==> src/rtl/xor_parity_unit.sv <==
// Frame-wise XOR accumulator on a valid/ready stream. At end of frame it presents the
// column parity, its reduction bit, the word count, and the check-mode error and overflow flags.
module xor_parity_unit #(
  parameter int unsigned WIDTH     = 8,
  parameter int unsigned MAX_WORDS = 16,
  localparam int unsigned CW       = $clog2(MAX_WORDS + 1)
) (
  input  logic             clk,
  input  logic             rst_n,
  input  logic             mode,
  input  logic             in_valid,
  output logic             in_ready,
  input  logic [WIDTH-1:0] in_data,
  input  logic             in_last,
  output logic             out_valid,
  input  logic             out_ready,
  output logic [WIDTH-1:0] out_parity,
  output logic             out_bit,
  output logic [CW-1:0]    out_count,
  output logic             out_err,
  output logic             out_ovf
);

  typedef enum logic [1:0] {StIdle, StAcc, StHold} state_e;

  state_e state_q, state_d;

  logic [WIDTH-1:0] acc_q, acc_d;
  logic [CW-1:0]    cnt_q, cnt_d;
  logic             mode_q, mode_d;

  logic [WIDTH-1:0] par_q, par_d;
  logic             bit_q, bit_d;
  logic [CW-1:0]    count_q, count_d;
  logic             err_q, err_d;
  logic             ovf_q, ovf_d;

  logic             beat;
  logic             first;
  logic             term;
  logic [WIDTH-1:0] acc_nxt;
  logic [CW-1:0]    cnt_nxt;
  logic             mode_nxt;

  assign beat  = in_valid && in_ready;
  assign first = (state_q == StIdle);

  // Running values including the current beat; the first beat of a frame restarts them.
  assign acc_nxt  = first ? in_data : (acc_q ^ in_data);
  assign cnt_nxt  = first ? CW'(1) : (cnt_q + CW'(1));
  assign mode_nxt = first ? mode : mode_q;

  // A frame ends on in_last or when the word budget is used up.
  assign term = beat && (in_last || (cnt_nxt == CW'(MAX_WORDS)));

  // State register
  always_ff @(posedge clk or negedge rst_n) begin
    if (!rst_n) begin
      state_q <= StIdle;
    end else begin
      state_q <= state_d;
    end
  end

  // Next-state logic
  always_comb begin
    state_d = state_q;
    unique case (state_q)
      StIdle: begin
        if (beat) begin
          state_d = term ? StHold : StAcc;
        end
      end
      StAcc: begin
        if (term) begin
          state_d = StHold;
        end
      end
      StHold: begin
        if (out_ready) begin
          state_d = StIdle;
        end
      end
      default: state_d = StIdle;
    endcase
  end

  // Output logic; in_ready is held low throughout reset.
  always_comb begin
    in_ready  = rst_n && (state_q != StHold);
    out_valid = (state_q == StHold);
  end

  // Accumulator datapath
  always_comb begin
    acc_d  = acc_q;
    cnt_d  = cnt_q;
    mode_d = mode_q;
    if (beat) begin
      acc_d  = acc_nxt;
      cnt_d  = cnt_nxt;
      mode_d = mode_nxt;
    end
  end

  // Result registers load only on the terminating beat, so they stay stable through HOLD.
  always_comb begin
    par_d   = par_q;
    bit_d   = bit_q;
    count_d = count_q;
    err_d   = err_q;
    ovf_d   = ovf_q;
    if (term) begin
      par_d   = acc_nxt;
      bit_d   = ^acc_nxt;
      count_d = cnt_nxt;
      err_d   = mode_nxt && (acc_nxt != '0);
      ovf_d   = !in_last;
    end
  end

  always_ff @(posedge clk or negedge rst_n) begin
    if (!rst_n) begin
      acc_q   <= '0;
      cnt_q   <= '0;
      mode_q  <= 1'b0;
      par_q   <= '0;
      bit_q   <= 1'b0;
      count_q <= '0;
      err_q   <= 1'b0;
      ovf_q   <= 1'b0;
    end else begin
      acc_q   <= acc_d;
      cnt_q   <= cnt_d;
      mode_q  <= mode_d;
      par_q   <= par_d;
      bit_q   <= bit_d;
      count_q <= count_d;
      err_q   <= err_d;
      ovf_q   <= ovf_d;
    end
  end

  assign out_parity = par_q;
  assign out_bit    = bit_q;
  assign out_count  = count_q;
  assign out_err    = err_q;
  assign out_ovf    = ovf_q;

`ifndef SYNTHESIS
  cnt_bound_a: assert property (@(posedge clk) disable iff (!rst_n)
    cnt_q <= CW'(MAX_WORDS));

  hold_stable_a: assert property (@(posedge clk) disable iff (!rst_n)
    out_valid && !out_ready |=> out_valid && $stable(par_q) && $stable(count_q)
                                && $stable(err_q) && $stable(ovf_q));
`endif

endmodule
==> config.mk <==
export PLATFORM = sky130hd
export DESIGN_NAME = xor_parity_unit
export DESIGN_NICKNAME = d
export VERILOG_FILES = /design/src/rtl/xor_parity_unit.sv
export SDC_FILE = /design/constraint.sdc
export NUM_CORES = 1
export LEC_CHECK = 0
export CAP_MARGIN = 15
export CORE_ASPECT_RATIO = 0.5
export CORE_MARGIN = 10
export CORE_UTILIZATION = 30
export DETAILED_ROUTE_END_ITERATION = 16
export PLACE_DENSITY = 0.6
export SLEW_MARGIN = 25
export SYNTH_ARGS = -nofsm -noshare
export SYNTH_HDL_FRONTEND = slang
export SYNTH_SLANG_ARGS = --single-unit
==> constraint.sdc <==
create_clock -name clk -period 3.2 [get_ports clk]
set_input_delay 0.48 -clock clk [delete_from_list [all_inputs] [get_ports clk]]
set_output_delay 0.48 -clock clk [all_outputs]
set_load 0.005 [all_outputs]
Word level (Yosys, flattened, before mapping)

Index checks and enable logic that the tools add are counted.

Register bits after elaboration: 32
Latch bits: 0
RAM bits: 0
Memory bits (read-only): 0
Bits of input ports: 14
Memories kept: 0

Add/subtract/negate cells: 1
Multipliers: 0
Div/mod/pow operators: 0
Order comparisons: 0
Equal/unequal tests: 7
Shift-type cells: 0
Mux-type cells: 8
Bitwise logic cells: 1
Reductions and logical operators: 10

Operators by type and width:

| kind                                                 | number |
|---|---|
| 2-to-1 mux 2 bit                                     | 4 |
| 2-to-1 mux 8 bit                                     | 1 |
| nonzero test 8 bit                                   | 1 |
| XOR reduction 8 bit                                  | 1 |
| XOR 8 bit                                            | 1 |
| one-hot mux 2 bit (3 select lines)                   | 1 |
| adder 5 x 1 -> 5 bit (second input constant)         | 1 |
| equality test 5 bit (second input constant)          | 1 |
| 2-to-1 mux 5 bit                                     | 1 |
| logical AND 1 bit                                    | 4 |
| != test 2 x 1 -> 1 bit (second input constant)       | 2 |
| != test 2 bit (second input constant)                | 2 |
| AND reduction 3 bit                                  | 1 |
| equality test 2 x 1 -> 1 bit (second input constant) | 1 |
| equality test 2 bit (second input constant)          | 1 |
| zero test 2 bit                                      | 1 |
| zero test 1 bit                                      | 1 |
| logical OR 1 bit                                     | 1 |
| 2-to-1 mux 1 bit                                     | 1 |

Depth between registers and ports, before layout

Word-level depth: 8
Mapped depth: 9
Depth with buffers taken out: 7

Least setup slack after synthesis

OpenSTA, ideal clock, no wires.

Path kind: reg-to-reg
Start point: register state_q[0]
End point: register bit_q, in the netlist out_bit
Setup time: 0.087 ns
Arrival time: 1.842 ns
Required time: 3.113 ns
Setup slack: 1.271 ns
Stages on the path, launching flop included: 10
Path buffers: 2
Clock period less this slack: 1.929 ns
Cells stage by stage: dfrtp_1 buf_6 or2_1 buf_2 nand2_1 xor2_1 ha_1 xor2_1 xnor2_1 a32oi_1

Word-level cells in the longest chain between the ends: 5

RTL lines:

| element                | RTL line | source |
|---|---|---|
| from (decl)            | 26       | `state_e state_q, state_d;` |
| from (signal assigned) | 59       | `state_q <= StIdle;` |
| from (signal assigned) | 61       | `state_q <= state_d;` |
| zero test 2 bit        | 46       | `assign first = (state_q == StIdle);` |
| 2-to-1 mux 5 bit       | 50       | `assign cnt_nxt = first ? CW'(1) : (cnt_q + CW'(1));` |
| equality test 5 bit    | 54       | `assign term = beat && (in_last \|\| (cnt_nxt == CW'(MAX_WORDS)));` |
| logical OR 1 bit       | 54       |  |
| logical AND 1 bit      | 54       |  |
| to (signal assigned)   | 137      | `bit_q <= bit_d;` |
| to (decl)              | 33       | `logic bit_q, bit_d;` |

Parallel ways exist; a longest one is shown, timed or not.
A chain may end at the register's enable or synchronous reset.

Final worst setup path

Start point: register state_q[0]
End point: output port in_ready

Word-level cells in the longest chain between the ends: 2

RTL lines:

| element           | RTL line | source |
|---|---|---|
| != test 2 bit     | 90       | `in_ready = rst_n && (state_q != StHold);` |
| logical AND 1 bit | 90       |  |
| to (decl)         | 12       | `output logic in_ready,` |

Every way passes these cells.

==> results.cfg <==
[run_status]
status = complete, no violations

[drt]
drc_errors = 0
wire_per_inst_um = 15.5
drt_iter0_markers = 46
routed_wl_um = 4080
vias_per_cell = 5.10
ant_nets = 0
dr.pass1.iters = 4
via_count = 1340

[hold_path]
hp-start = acc_q[1]$_DFFE_PN0P_
hp-class = reg -> reg

[pwr]
p_per_area_nw_per_um2 = 604
peakVddDrop_mv = 0.237
power_leakage_nw = 0.905
finalPower_mw = 1.27

[die]
dieArea_sq_um = 9060
chipHeight_um = 72.5
std_cell_rows = 18
die_w_um = 125
ios = 32
start_util_pct = 32.3
core_area_sq_um = 5110

[worst_setup_path]
required_ns = 2.72
endpoint_kind = output port
crit_start = state_q[0]$_DFFE_PN0P_
worst-setup-path-type = reg -> out
critPathLaunchType = register
reg2reg_from = state_q[1]$_DFFE_PN0P_
arrival_ns = 1.77
r2r_slack_ns = 0.99
worstPathMaxFanout = 9

[clock_network]
root_buffer = clkbuf_8
postCtsSetupRepairBufs = 0
htree_levels = 2
clock_latency_ns = 0.28
cts.sinks = 32
hold_buffers = 0
clk_pin_slew_worst_paths_ns = 0.06
cts_tree = built
cts_max_path_buffers = 2
cts_buffers = 5
cts_repair_resize_count = 0

[timing]
fin_crit_sh_pct = 70.5
setup_tns_ns = 0
fin_worst_skew_ns = 0.00389
hold_viol = 0
drv_slew = 0
period_minus_slack_ns = 2.25
worst-slew-pin-transition_ns = 0.521
finalSetupViolCount = 0
rsz0062_at_grt = false
relSlewSlack_pct = 65.2
fmax_mhz = 444

[cells_and_area]
diodes = 0
area_growth_pct = 27.6
fin_cells = 263
drive_gt1_share_pct = 9.84
fin_nets = 212
nFillCells = 483

[logic_synthesis]
synth_edf_count = 0
synthArstFlopShare_pct = 100
synth_top_cell_by_area = dfrtp_1
ys_warn_count = 0
synth_area_sq_um = 1650
synth_cells = 159
synthFlopType = dfrtp_1
syn_nets = 178
ys_ff_latch = 32
synth_area_per_cell_sq_um = 10.4
synth.most_common_cell = dfrtp_1
synth_common_cells = dfrtp_1 (32), nand2_1 (20), nor2_1 (14)
synth_top_area_share_pct = 48.4
seq_area_frac_synth_pct = 48.4
synth.distinct_cells = 40
synthTopCellsByArea = dfrtp_1 (48%), xor2_1 (6.4%), a32oi_1 (4.8%)

[global_route]
grt_pass1_vias = 1344
grt_pass1_wl_um = 6730
grt_start_max_net_pins = 25
grt_remaining_overflow = 0
antenna_found_initial = 0
grt_usage_pct = 8.99

[place]
gp_congestion = 0.808
numPortBuffers = 31
post-place-cells = 256
dp_hpwl_um = 3090

[job]
cap_viol_max_count = 0
layout make-up:
class                   count  area (sq um)  share of cell area [%]
flip-flops and latches     32           801                    38.0
clock buffers               6          72.6                    3.44
inverters                   3          11.3                   0.534
multi-input cells         116           791                    37.5
repair buffers             35           340                    16.1
well taps                  70          87.6                    4.15
clock inverters             1          5.00                   0.237
through the flow:
stage	cell area, sq um	hold slack, ns	worst slack (ns)	utilization (%)
final	2110	0.482	0.945	41.2
after global routing	2110	0.522	0.789	41.2
after CTS	2110	0.485	0.909	41.2
after detailed placement	2030	0.471	0.768	39.7
after global placement	2030	0.463	0.839	39.7
after floorplan	1650	0.184	1.27	-
cells by family (layout without fill, tap and decap cells):
family	Yosys count	count (layout)	synth area share, %
simple gates	53	53	15.4
compound gates	40	40	18.4
mux	4	4	2.80
buf+inv	11	45	3.71
xor+xnor	14	14	7.42
fa+ha+maj	5	5	3.79
flops	32	32	48.4
path summary, 6_finish.rpt:
check / to / depth (start not counted)
worst max-delay path: in_ready / 3
worst min-delay path: acc_q[1]$_DFFE_PN0P_ / 2
worst max register to register: out_bit$_DFFE_PN0P_ / 7
worst min register to register: acc_q[1]$_DFFE_PN0P_ / 2
max in group asynchronous: cnt_q[2]$_DFFE_PN0P_ / 2
min in group asynchronous: acc_q[4]$_DFFE_PN0P_ / 2
flip-flops by register name, summed over array words and instances (netlist names):
register	count
acc_q	8
out_bit	1
out_ovf	1
state_q	2
cnt_q	5
out_err	1
out_count	5
out_parity	8
mode_q	1
per-layer routing:
layer	GRT usage [%]	share of wire, %	up-vias	wire [um]
met5	0	0	-	0
met4	3.05	0.88	0	36
met1	10.8	49	675	2000
met2	15.3	47	20	1930
met3	2.61	3.0	4	123
li1	-	-	641	-
cells in the final DEF, fill, tap and decap left out, types with 2 or more instances in the layout:
cell,n
nor3_1,2
clkdlybuf4s50_1,31
xnor2_1,2
ha_1,5
buf_4,4
clkbuf_8,5
a32oi_1,9
nor2_1,14
xor2_1,12
nand3_1,2
inv_1,3
a31o_2,4
a21oi_1,3
dfrtp_1,32
nand2_1,20
and2_1,2
nand4_1,2
and3_1,5
mux2i_1,2
o21ai_0,11
o21a_1,2
report_power, final:
group	internal (mW)	leakage, nW	switching [mW]
Sequential	0.497	0.392	0.0607
Combinational	0.230	0.472	0.196
Clock	0.148	0.0410	0.142
Total	0.874	0.905	0.399
critical path, cell delays in order (launching register included):
cell and delay, ns:
dfrtp_1 0.48, nand2b_1 0.29, and2_1 0.20, clkdlybuf4s50_1 0.52
Power figures use the tool's default switching activity.
